--- src/rtl/longop_pkg.sv ---
// longop_pkg: shared types and constants for the long-latency op sequencer.
//   state_t : sequencer FSM states
//   unit_t  : which long-latency unit owns the in-flight operation
//   LONGOP_WIDTH : default operand/result width
package longop_pkg;

    localparam int LONGOP_WIDTH = 64;

    typedef enum logic [1:0] {
        IDLE  = 2'd0,
        WAIT  = 2'd1,
        DONE  = 2'd2,
        DRAIN = 2'd3
    } state_t;

    typedef enum logic {
        UNIT_MUL = 1'b0,
        UNIT_DIV = 1'b1
    } unit_t;

endpackage

--- src/rtl/longop_sequencer.sv ---
// longop_sequencer: issues multiply/divide to the shared multiplier and
// divider, stalls the front of the pipe while a unit is busy, and registers
// the unit result for the EX result mux. A branch-recovery kill abandons the
// in-flight op; the unit's late result is then drained and dropped.
//
// Ports:
//   clk, reset_n                 clock, async active-low reset
//   op_mul, op_div               EX-stage instruction is a multiply / divide
//   kill                         discard in-flight op (IDLE/WAIT only)
//   opA, opB                     operands (latched by the units at issue)
//   stall                        freeze PC and front pipeline walls
//   mul_valid_in, div_valid_in   one-cycle issue pulses
//   mul_valid_out, mul_out       multiplier result strobe/data
//   div_valid_out, div_quotient  divider result strobe/data
//   result, result_valid         registered result, valid for one cycle
//
// Build option: LONGOP_DIVZERO_BYPASS_EN -- a divide by zero skips the
// divider and returns all-ones directly.
module longop_sequencer
    import longop_pkg::*;
#(
    parameter int WIDTH = LONGOP_WIDTH
) (
    input  logic             clk,
    input  logic             reset_n,
    input  logic             op_mul,
    input  logic             op_div,
    input  logic             kill,
    input  logic [WIDTH-1:0] opA,
    input  logic [WIDTH-1:0] opB,
    output logic             stall,
    output logic             mul_valid_in,
    input  logic             mul_valid_out,
    input  logic [WIDTH-1:0] mul_out,
    output logic             div_valid_in,
    input  logic             div_valid_out,
    input  logic [WIDTH-1:0] div_quotient,
    output logic [WIDTH-1:0] result,
    output logic             result_valid
);

    state_t           r_state, w_state_next;
    unit_t            r_unit, w_unit_next;
    logic [WIDTH-1:0] r_result, w_result_next;

    logic             w_sel_valid;
    logic [WIDTH-1:0] w_sel_data;
    logic             w_stall, w_mvi, w_dvi;
    logic             w_unused_ops;

    // Operands are consumed by the units themselves; only opB is inspected
    // here, and only when the div-by-zero bypass is built in.
    assign w_unused_ops = ^{opA, opB};

    // Only the unit that owns the op may complete it; the other is ignored.
    assign w_sel_valid = (r_unit == UNIT_MUL) ? mul_valid_out : div_valid_out;
    assign w_sel_data  = (r_unit == UNIT_MUL) ? mul_out       : div_quotient;

    always_ff @(posedge clk or negedge reset_n) begin
        if (!reset_n) begin
            r_state  <= IDLE;
            r_unit   <= UNIT_MUL;
            r_result <= '0;
        end else begin
            r_state  <= w_state_next;
            r_unit   <= w_unit_next;
            r_result <= w_result_next;
        end
    end

    always_comb begin
        w_state_next  = r_state;
        w_unit_next   = r_unit;
        w_result_next = r_result;
        w_stall       = 1'b0;
        w_mvi         = 1'b0;
        w_dvi         = 1'b0;
        case (r_state)
            IDLE: begin
                if ((op_mul || op_div) && !kill) begin
                    w_stall = 1'b1;
                    if (op_mul) begin
                        // multiply wins when both decode bits are set
                        w_unit_next  = UNIT_MUL;
                        w_mvi        = 1'b1;
                        w_state_next = WAIT;
                    end else begin
                        w_unit_next = UNIT_DIV;
`ifdef LONGOP_DIVZERO_BYPASS_EN
                        if (opB == '0) begin
                            w_result_next = '1;
                            w_state_next  = DONE;
                        end else begin
                            w_dvi        = 1'b1;
                            w_state_next = WAIT;
                        end
`else
                        w_dvi        = 1'b1;
                        w_state_next = WAIT;
`endif
                    end
                end
            end
            WAIT: begin
                if (kill) begin
                    // a result landing with the kill is simply dropped
                    w_state_next = w_sel_valid ? IDLE : DRAIN;
                end else begin
                    w_stall = 1'b1;
                    if (w_sel_valid) begin
                        w_result_next = w_sel_data;
                        w_state_next  = DONE;
                    end
                end
            end
            DONE: begin
                // EX advances on this edge; op_* still shows the same
                // instruction, so it must not be re-issued here.
                w_state_next = IDLE;
            end
            DRAIN: begin
                // a new long op must wait until the killed one is flushed
                w_stall = op_mul || op_div;
                if (w_sel_valid) w_state_next = IDLE;
            end
            default: w_state_next = IDLE;
        endcase
    end

    // Combinational outputs are forced low while reset is asserted so the
    // front end is released immediately, not just at the next edge.
    assign stall        = w_stall & reset_n;
    assign mul_valid_in = w_mvi & reset_n;
    assign div_valid_in = w_dvi & reset_n;
    assign result       = r_result;
    assign result_valid = (r_state == DONE);

endmodule
--- config.mk ---
export PLATFORM = sky130hd
export DESIGN_NAME = longop_sequencer
export DESIGN_NICKNAME = d
export VERILOG_FILES = /design/src/rtl/longop_pkg.sv /design/src/rtl/longop_sequencer.sv
export SDC_FILE = /design/constraint.sdc
export NUM_CORES = 1
export LEC_CHECK = 0
export ABC_AREA = 1
export CORE_AREA = 2 2 130 132
export CTS_CLUSTER_SIZE = 25
export DETAILED_ROUTE_END_ITERATION = 7
export DIE_AREA = 0 0 132 134
export PLACE_DENSITY = 0.69
export SKIP_CTS_REPAIR_TIMING = 1
export SLEW_MARGIN = 15
export SYNTH_ARGS = -nofsm -noshare
export SYNTH_HDL_FRONTEND = slang
export SYNTH_SLANG_ARGS = --single-unit
--- constraint.sdc ---
create_clock -name clk -period 3.23 [get_ports clk]
set_clock_uncertainty 0.1 [all_clocks]
set_input_delay 0.323 -clock clk [delete_from_list [all_inputs] [get_ports clk]]
set_output_delay 0.323 -clock clk [all_outputs]
set_load 0.01 [all_outputs]
# Word-level counts from Yosys, hierarchy flattened
# Cells that the tools add are included.
dict set report op_classes {
  bitwise_logic 4
  mux 17
  n_reduce_logical 7
  eq_ne 6
}
# cell n
set op_table {}
lappend op_table {{2-to-1 mux 64 bit} 1}
lappend op_table {{2-to-1 mux 2 bit} 5}
lappend op_table {{2-to-1 mux 1 bit} 9}
lappend op_table {{case mux 2 bit (4 select lines)} 1}
lappend op_table {{AND reduction 3 bit} 2}
lappend op_table {{== test 2 bit (second input constant)} 2}
lappend op_table {{!= test 2 bit (second input constant)} 2}
lappend op_table {{AND 1 bit} 3}
lappend op_table {{!= test 3 bit (second input constant)} 1}
lappend op_table {{case mux 1 bit (3 select lines)} 1}
lappend op_table {{== test 2 x 1 -> 1 bit (second input constant)} 1}
lappend op_table {{zero test 2 bit} 1}
lappend op_table {{AND reduction 2 bit} 1}
lappend op_table {{logical AND 1 bit} 1}
lappend op_table {{zero test 1 bit} 1}
lappend op_table {{logical OR 1 bit} 1}
lappend op_table {{inverter 1 bit} 1}
dict set report totals {
  regBits 67
  elab_cells 37
  output_inout_bits 68
}

# Logic depth before layout (Yosys ltp)
dict set report depth {
  depth_word 5
  ltp_mapped 8
  mapped_depth_nobuf 6
}

# Worst setup path after synthesis
# No wires, ideal clock.
dict set report synth_path {
  kind {reg-to-output}
  startpoint {reg r_state[1]}
  endpoint {out stall}
  stages_incl_launch_ff 6
  slack_ns 1.794
  t_arrival_ns 1.013
  cell_sequence {dfrtp_1 > nor2_1 > inv_1 > nor2_1 > inv_1 > a21oi_1}
}
dict set report synth_between {
  elab_chain_cells 3
}
# item line
set synth_rtl {}
lappend synth_rtl {{start: declaration} longop_sequencer.sv:42} ;# state_t r_state, w_state_next;
lappend synth_rtl {{start signal: assignment} longop_sequencer.sv:65} ;# r_state <= w_state_next;
lappend synth_rtl {{== test 2 bit, or another cell as far along} longop_sequencer.sv:78} ;# case (r_state)
lappend synth_rtl {{case mux 1 bit (3 select lines) *} longop_sequencer.sv:78}
lappend synth_rtl {{AND 1 bit *} longop_sequencer.sv:132} ;# assign stall = w_stall & reset_n;
lappend synth_rtl {{end: declaration} longop_sequencer.sv:31} ;# output logic stall,
# Mark *: on every way between the ends. The rest lies on a longest branch, timed or not.

# Final worst setup path
dict set report layout_path {
  startpoint {in op_mul}
  endpoint {out stall}
}
dict set report layout_between {
  elab_chain_cells 5
}
# item line
set layout_rtl {}
lappend layout_rtl {{start: declaration} longop_sequencer.sv:26} ;# input logic op_mul,
lappend layout_rtl {{logical OR 1 bit *} {longop_sequencer.sv:80, longop_sequencer.sv:123}}
lappend layout_rtl {{logical AND 1 bit} longop_sequencer.sv:80} ;# if ((op_mul || op_div) && !kill) begin
lappend layout_rtl {{2-to-1 mux 1 bit} longop_sequencer.sv:80}
lappend layout_rtl {{case mux 1 bit (3 select lines) *} longop_sequencer.sv:78}
lappend layout_rtl {{AND 1 bit *} longop_sequencer.sv:132}
# Marks and branches as above.

==> run summary <==
Via density = 4.12
Via Count = 3852
WHS = 0.380 ns
Largest net degree at the start of global routing = 67
Nets@finish = 974
Input/output buffers = 202
Synth area leader = dfrtp_1
Relative slew slack = 0.544
Max-slew violation count = 0
Top Ports = 331
Synth Warn # = 0
Post-layout instance area = 6050 µm²
Syn avg cell area = 6.83 µm²
Clk buf depth = 2
Remaining DRCs = 0
Syn Inst Count = 524
First-pass GRT wire length = 20.1 mm
Most frequent cells in the layout = nand2_1, clkdlybuf4s50_1, dfrtp_1, o21ai_0, inv_1
Area of the core = 16300 µm²
Post-synth top area share = 0.468
Final core occ = 0.371
Post-layout power = 4.72 mW
Post-placement cell area = 5740 µm²
Worst-margin pin slew = 0.684 ns
Worst vdd ir = 0.270 mV
Die X = 132 µm
Clock-pin slew on the worst setup and hold paths = 0.05 ns
Crit Path Class = input port to primary output
Top cells by area, synth = dfrtp_1, nand2_1, o21ai_0
Routed WL = 12.1 mm
WP data required = 2.81 ns
Startpoint Class = input port
Clock sink count = 67
Library cells used by synthesis = 20
Leakage = 2.94 nW
Final min period = 2.38 ns
Die area = 17700 µm²
Cell Pwr Density = 781 nW/µm²
Die height = 134 µm
Final setup TNS = 0 ns
Most common cell after layout, fill and taps aside = nand2_1
DR WL/cell = 12.9 µm
# diodes = 0
Vias in the first global route = 3921
Drt first pass iters = 4
Synth Register Bits = 67
HPWL after DPL = 8.65 mm
Post-route ant nets = 0
Worst Hold Class = flip-flop to flip-flop
Fmax = 420 MHz
DP Cell Count = 919
Initial core utilization = 0.220
Clock root buffer = clkbuf_16
Later-pin clock latency in the skew report = 0.33 ns
CTS buffer count = 9
PnR worst setup slack = 0.848 ns
Routability congestion estimate = 0.747
Crit end category = primary output
Syn_nets = 787
Row Count = 47
Htree depth = 3
Period utilisation layout = 0.738
Initial DRC count = 191
Max_cap viols = 0
Tot GR Track Use = 0.143
Post-Synthesis Cell Area = 3580 µm²
Hold Fails Final Rpt = 0
Non-Filler Instances = 936
Final setup viols = 0
Post-synthesis sequential area ratio = 0.468
Antenna violations before repair = 0
Layout cell share with drive strength beyond 1 = 0.0405
Place WS = 0.852 ns
Layout area overhead = 68.8%
Status = finished clean
RSZ-0062 raised after global routing = false
CP max FO = 3
Grt ovf = 0
CTS tree = done
Data arrival time of the worst path = 1.96 ns
[cell usage after synthesis]
library cell / number
a21oi_1: 2
buf_1: 2
buf_2: 8
buf_4: 1
buf_6: 7
clkbuf_1: 10
clkbuf_2: 6
dfrtp_1: 67
inv_1: 10
inv_2: 2
nand2_1: 331
nand2_2: 1
nand3_1: 1
nor2_1: 5
nor2_2: 1
nor2_8: 1
nor4_1: 1
o21ai_0: 58
o21ai_1: 9
o21bai_1: 1
[report_power, final]
group | internal (mW) | switching, mW
combinational | 1.07 | 1.27
clock | 0.603 | 0.347
sequential | 1.20 | 0.229
[routing by layer]
metal  track usage  vias to the layer above  part of all wire
met4        0.0598                        0             0.018
met1         0.161                     1716              0.43
met5             0                        -                 0
met2         0.243                      140              0.46
li1              -                     1983                 -
met3        0.0529                       13             0.092
[critical path, stage by stage]
cell	delay [ns]
clkdlybuf4s50_1	0.45
inv_1	0.07
nand2_1	0.09
nand2_1	0.07
nor2_1	0.14
inv_1	0.07
a21oi_1	0.14
clkdlybuf4s50_1	0.59
[worst paths after layout]
path / start / to / slack, ns / cells past startpoint
max: op_mul / stall / 0.85 / 8
min: result[1] / result[1] / 0.38 / 2
max reg2reg: r_unit / r_state[1] / 1.12 / 6
min reg2reg: result[1] / result[1] / 0.38 / 2
max in group asynchronous: reset_n / r_unit / 1.67 / 4
min in group asynchronous: reset_n / result[62] / 0.53 / 3
[registers in the layout, summed over array words and instances, names as in the netlist]
signal	cells
r_state	2
r_unit	1
result	64
[cell type report]
class,instances,area (µm²)
Clock buffer,15,288
Clock inverter,1,5.00
Fill cell,1750,10200
Inverter,12,45.0
Multi-Input combinational cell,411,1660
Sequential cell,67,1680
Tap cell,220,275
Timing Repair Buffer,210,2090
[cells by family after synthesis]
logic type | count (synthesis) | share of synthesized area
and+or+nand+nor | 341 | 0.364
AOI/OAI and AO/OA | 70 | 0.0985
DFF | 67 | 0.468
buffers and inverters | 46 | 0.0688
No activity file was read; power rests on OpenSTA's default activity.
